**src/rtl/jb_prach_nco_mixer.sv**
```systemverilog
// PRACH frequency-shift mixer: four-stage pipelined complex multiply of the aligned
// sample stream by the NCO (optionally conjugated), with round half-up and saturation.
module jb_prach_nco_mixer #(
    parameter int N_ANTENNAS = 4,
    parameter int PRECISION  = 16,
    parameter int ANT_ID_BW  = $clog2(N_ANTENNAS)
) (
    input  logic                   clk,
    input  logic                   resetn,
    input  logic                   clk_en,
    input  logic                   tvalid_in,
    input  logic [2*PRECISION-1:0] tdata_in,
    input  logic                   nco_valid,
    input  logic [2*PRECISION-1:0] nco_data,
    input  logic                   conj_en,
    input  logic                   sat_clr,
    input  logic                   err_clr,
    output logic                   tvalid_out,
    output logic [2*PRECISION-1:0] tdata_out,
    output logic [ANT_ID_BW-1:0]   tuser_out,
    output logic                   sat_flag,
    output logic                   align_err
);

    localparam int PW = 2 * PRECISION;
    localparam int SW = PW + 1;
    localparam logic signed [SW-1:0] RND =
        {{(SW-PRECISION+1){1'b0}}, 1'b1, {(PRECISION-2){1'b0}}};
    localparam logic [PRECISION-1:0] MAX_VAL = {1'b0, {(PRECISION-1){1'b1}}};
    localparam logic [PRECISION-1:0] MIN_VAL = {1'b1, {(PRECISION-1){1'b0}}};
    localparam logic [ANT_ID_BW-1:0] LAST_ANT = ANT_ID_BW'(N_ANTENNAS - 1);

    logic signed [PRECISION-1:0] xi_q, xq_q, c_q, s_q;
    logic                        conj1_q, v1_q;
    logic signed [PW-1:0]        pXc_q, pQs_q, pQc_q, pIs_q;
    logic signed [PW-1:0]        pXc_d, pQs_d, pQc_d, pIs_d;
    logic                        conj2_q, v2_q;
    logic signed [SW-1:0]        sumI_q, sumQ_q, sumI_d, sumQ_d;
    logic                        v3_q;
    logic [PW-1:0]               dout_q, dout_d;
    logic                        vout_q;
    logic [ANT_ID_BW-1:0]        tuser_q, tuser_d, cnt_q, cnt_d;
    logic                        sat_q, sat_d, err_q, err_d;
    logic [PRECISION:0]          resI, resQ;
    logic                        clip;

    // Returns {clipped, value}: round half-up, drop PRECISION-1 fraction bits, clamp.
    function automatic logic [PRECISION:0] satRound(input logic signed [SW-1:0] sum);
        logic signed [SW-1:0] shifted;
        shifted = (sum + RND) >>> (PRECISION - 1);
        if (shifted[SW-1:PRECISION-1] == '0 || shifted[SW-1:PRECISION-1] == '1)
            return {1'b0, shifted[PRECISION-1:0]};
        else if (shifted[SW-1])
            return {1'b1, MIN_VAL};
        else
            return {1'b1, MAX_VAL};
    endfunction

    always_comb begin
        pXc_d = PW'(xi_q) * PW'(c_q);
        pQs_d = PW'(xq_q) * PW'(s_q);
        pQc_d = PW'(xq_q) * PW'(c_q);
        pIs_d = PW'(xi_q) * PW'(s_q);

        if (conj2_q) begin
            sumI_d = SW'(pXc_q) + SW'(pQs_q);
            sumQ_d = SW'(pQc_q) - SW'(pIs_q);
        end else begin
            sumI_d = SW'(pXc_q) - SW'(pQs_q);
            sumQ_d = SW'(pQc_q) + SW'(pIs_q);
        end

        resI   = satRound(sumI_q);
        resQ   = satRound(sumQ_q);
        clip   = v3_q & (resI[PRECISION] | resQ[PRECISION]);
        dout_d = v3_q ? {resQ[PRECISION-1:0], resI[PRECISION-1:0]} : dout_q;

        // Sticky flags: a new event in the same cycle as its clear keeps the flag set.
        sat_d = sat_q;
        if (sat_clr) sat_d = 1'b0;
        if (clip)    sat_d = 1'b1;
        err_d = err_q;
        if (err_clr)                err_d = 1'b0;
        if (tvalid_in != nco_valid) err_d = 1'b1;

        cnt_d   = cnt_q;
        tuser_d = tuser_q;
        if (v3_q) begin
            tuser_d = cnt_q;
            cnt_d   = (cnt_q == LAST_ANT) ? '0 : cnt_q + ANT_ID_BW'(1);
        end
    end

    always_ff @(posedge clk or negedge resetn) begin
        if (!resetn) begin
            xi_q    <= '0;
            xq_q    <= '0;
            c_q     <= '0;
            s_q     <= '0;
            conj1_q <= 1'b0;
            v1_q    <= 1'b0;
            pXc_q   <= '0;
            pQs_q   <= '0;
            pQc_q   <= '0;
            pIs_q   <= '0;
            conj2_q <= 1'b0;
            v2_q    <= 1'b0;
            sumI_q  <= '0;
            sumQ_q  <= '0;
            v3_q    <= 1'b0;
            dout_q  <= '0;
            vout_q  <= 1'b0;
            tuser_q <= '0;
            cnt_q   <= '0;
            sat_q   <= 1'b0;
            err_q   <= 1'b0;
        end else if (clk_en) begin
            xi_q    <= tdata_in[PRECISION-1:0];
            xq_q    <= tdata_in[PW-1:PRECISION];
            c_q     <= nco_data[PRECISION-1:0];
            s_q     <= nco_data[PW-1:PRECISION];
            conj1_q <= conj_en;
            v1_q    <= tvalid_in & nco_valid;
            pXc_q   <= pXc_d;
            pQs_q   <= pQs_d;
            pQc_q   <= pQc_d;
            pIs_q   <= pIs_d;
            conj2_q <= conj1_q;
            v2_q    <= v1_q;
            sumI_q  <= sumI_d;
            sumQ_q  <= sumQ_d;
            v3_q    <= v2_q;
            dout_q  <= dout_d;
            vout_q  <= v3_q;
            tuser_q <= tuser_d;
            cnt_q   <= cnt_d;
            sat_q   <= sat_d;
            err_q   <= err_d;
        end
    end

    assign tvalid_out = vout_q;
    assign tdata_out  = dout_q;
    assign tuser_out  = tuser_q;
    assign sat_flag   = sat_q;
    assign align_err  = err_q;

endmodule

```
**config.mk**
```make
export PLATFORM = sky130hd
export DESIGN_NAME = jb_prach_nco_mixer
export DESIGN_NICKNAME = d
export VERILOG_FILES = /design/src/rtl/jb_prach_nco_mixer.sv
export SDC_FILE = /design/constraint.sdc
export NUM_CORES = 2
export LEC_CHECK = 0
export ABC_AREA = 1
export CAP_MARGIN = 10
export CORE_MARGIN = 2
export CORE_UTILIZATION = 50
export CTS_BUF_LIST = sky130_fd_sc_hd__clkbuf_8
export DETAILED_ROUTE_END_ITERATION = 6
export PLACE_DENSITY = 0.65
export SETUP_SLACK_MARGIN = 0.05
export SYNTH_ARGS = -nofsm -noshare
export SYNTH_HDL_FRONTEND = slang
export SYNTH_SLANG_ARGS = --single-unit
export TNS_END_PERCENT = 50
```
**constraint.sdc**
```tcl
create_clock -name clk -period 8.2 [get_ports clk]
set_input_delay 2.46 -clock clk [delete_from_list [all_inputs] [get_ports clk]]
set_output_delay 2.46 -clock clk [all_outputs]
set_load 0.03 [all_outputs]
```
==> results.sh <==
export IMPL_cp_max_fo=22
export IMPL_synth_cells=7913
export IMPL_track_usage_pct=30.9
export IMPL_antenna_found_initial=5
export IMPL_h_tree_depth=2
export IMPL_slew_viol_final=0
export IMPL_ys_types=48
export IMPL_grt_util_met2_pct=50.2
export IMPL_wl_per_cell_um=19.1
export IMPL_top_usage_layer="met2"
export IMPL_yosysTopAreaCell="fa_1"
export IMPL_synth_avg_cell_area_sq_um=7.44
export IMPL_synth_nets=9429
export IMPL_startpoint_type="flip-flop"
export IMPL_maxSlewHeadroom_pct=7.38
export IMPL_hold_start="s_q[13]"
export IMPL_yosysTopAreaCellShare_pct=35.6
export IMPL_cts_buffers=56
export IMPL_cp_required_ps=8880
export IMPL_setup_violations=0
export IMPL_synth_edf_count=0
export IMPL_setup_slack_ps=1330
export IMPL_synth_top_flop_cell="dfrtp_1"
export IMPL_drive_gt1_share_pct=3.47
export IMPL_clk_pin_slew_ps=60
export IMPL_clk_latency_ps=780
export IMPL_worstSetupPathType="flip-flop to flip-flop"
export IMPL_hold_violations=0
export IMPL_fin_crit_ps=6870
export IMPL_fin_crit_sh_pct=83.7
export IMPL_cts_setup_buffers=0
export IMPL_yosysWarnings=0
export IMPL_ys_seq_area_share_pct=11.6
export IMPL_design_portCount=109
export IMPL_cp_data_arrival_time_ps=7550
export IMPL_status="completed"
export IMPL_timing_rr_end="pIs_q[31]"
export IMPL_cts_root_buffer="clkbuf_8"
export IMPL_vias_per_cell=5.23
export IMPL_cts_hold_buf=0
export IMPL_place_ws_ps=1400
export IMPL_fin_area_sq_um=62700
export IMPL_reg2reg_depth=21
export IMPL_clkSinkCount=274
export IMPL_cts_resized=0
export IMPL_rsz0062_at_grt="no"
export IMPL_tightestPinTransition_ps=1390
export IMPL_final_common_cell="nand2_1"
export IMPL_grt_max_degree=130
export IMPL_dr_pass1_iters=5
export IMPL_hold_end="s_q[13]"
export IMPL_dp_hpwl_um=147000
export IMPL_rrSetupSlack_ps=1330
export IMPL_place_area_sq_um=61300
export IMPL_drc_errors=0
export IMPL_ys_top_cells_by_area="fa_1 36%, nand2_1 14%, inv_1 13%"
export IMPL_core_sq_um=117000
export IMPL_reg2reg_from="xi_q[15]"
export IMPL_die_h_um=347
export IMPL_finClkSkew_ps=44.8
export IMPL_grt_first_pass_wirelength_um=288000
export IMPL_die_w_um=347
export IMPL_drt_iter0_drc=4151
export IMPL_vias=49300
export IMPL_min_delay_path_depth=2
export IMPL_finalWirelength_um=180000
export IMPL_place_congestion=0.966
export IMPL_initial_core_util_pct=50.5
export IMPL_overflow=0
export IMPL_nets=9363
export IMPL_area_delta_synth_final_pct=6.44
export IMPL_ys_seq_elements=274
export IMPL_final_cell_mix="2,134 x nand2_1, 2,047 x inv_1, 1,048 x fa_1"
export IMPL_rows=125
export IMPL_grt_met3_usage_pct=5.35
export IMPL_use_met1_pct=41.2
export IMPL_hold_path_class="flip-flop to flip-flop"
export IMPL_ant_nets=0
export IMPL_design_die_area_sq_um=121000
export IMPL_critPathCaptureType="flip-flop"
export IMPL_fmax_mhz=146
export IMPL_cts_tree="done"
export IMPL_grt_pass1_vias=51500
export IMPL_port_buffers=108
export IMPL_cap_violations=0
export IMPL_synth_async_reset_ratio_pct=100
export IMPL_tns_ps=0
export IMPL_synth_area_sq_um=58900
export IMPL_clk_path_buf_depth=3
## layer usage
layer	share of wire, %	vias up
met3	7.6	353
met2	45	1768
met1	42	24200
met5	0.016	-
met4	4.5	4
li1	-	23000
## logic make-up (layout without fill, tap and decap cells)
group / after synthesis / in the layout / share of synthesized area (%)
xor+xnor: 154 / 154 / 2.30
other cells: 0 / 1 / 0
compound gates: 600 / 600 / 5.61
buf+inv: 2354 / 2336 / 15.1
flops: 274 / 274 / 11.6
simple gates: 3087 / 3087 / 21.3
fa+ha+maj: 1444 / 1444 / 44.1
## state kept, by name, summed over array words and instances (netlist names), 2 cells and up
signal     flops
pIs_q         32
tdata_out     32
pQs_q         32
cnt_q          2
tuser_out      2
pQc_q         32
sumQ_q        19
s_q           16
c_q           16
xq_q          16
sumI_q        19
pXc_q         32
xi_q          16
## Yosys cell counts (8+ instances only)
library cell and instances:
nor4_1 11, a21boi_0 8, nand3_2 8, a21oi_1 230
nand2_1 2134, o21a_1 14, xor2_1 95, or2_2 35
inv_1 2038, nand3_1 281, a31oi_1 31, xnor2_1 58
o21bai_1 32, a21o_1 11, nand3b_1 12, nand4_1 68
fa_1 1048, buf_1 11, clkbuf_1 295, ha_1 396
nor2_1 455, o21ai_0 244, nor3_1 53, dfrtp_1 274
a21oi_2 13
## worst max-delay path: stages, from the launching register on
cell     delay [ps]
dfrtp_1         710
buf_4           420
nand2_1         160
inv_1           180
fa_1            550
fa_1            990
fa_1            560
fa_1            500
fa_1            490
inv_1            50
fa_1            470
inv_1            40
ha_1            350
a21oi_1         240
o21ai_0         210
a21oi_1         160
o21ai_0          80
nor2_1          210
inv_1            60
nand2_1          60
nand3_1         140
nand2_1         110
## area by class of cell
cell class,instances,area [sq um]
multi-input cells,5285,43100
flip-flops and latches,274,6870
repair buffers,187,1750
clock buffers,66,908
well taps,1524,1910
fillers,11400,53900
diodes,1,2.50
clock inverters,40,430
inverters,2043,7670
## through the flow
stage | utilization, % | cells | hold WS [ps]
CTS | 53.8 | 9419 | 474
finish | 53.8 | 9420 | 471
detailed placement | 52.6 | 9313 | 459
floorplan | - | 7913 | 442
global placement | 52.6 | 9313 | 459
global route | 53.8 | 9420 | 508
## how the worst max path moves through the flow
stage | start | end | slack, ps | cells after the start
detailed placement | xi_q[15] | pIs_q[31] | 1400 | 23
finish | xi_q[15] | pIs_q[31] | 1330 | 21
global placement | xi_q[15] | pIs_q[31] | 1460 | 23
floorplan | xi_q[15] | pXc_q[30] | 2510 | 26
global route | xi_q[15] | pIs_q[31] | 970 | 20
CTS | xi_q[15] | pIs_q[31] | 1370 | 23
Power is not shown: default switching activity piles up to over one toggle a cycle in this logic, so the estimate is an artifact.
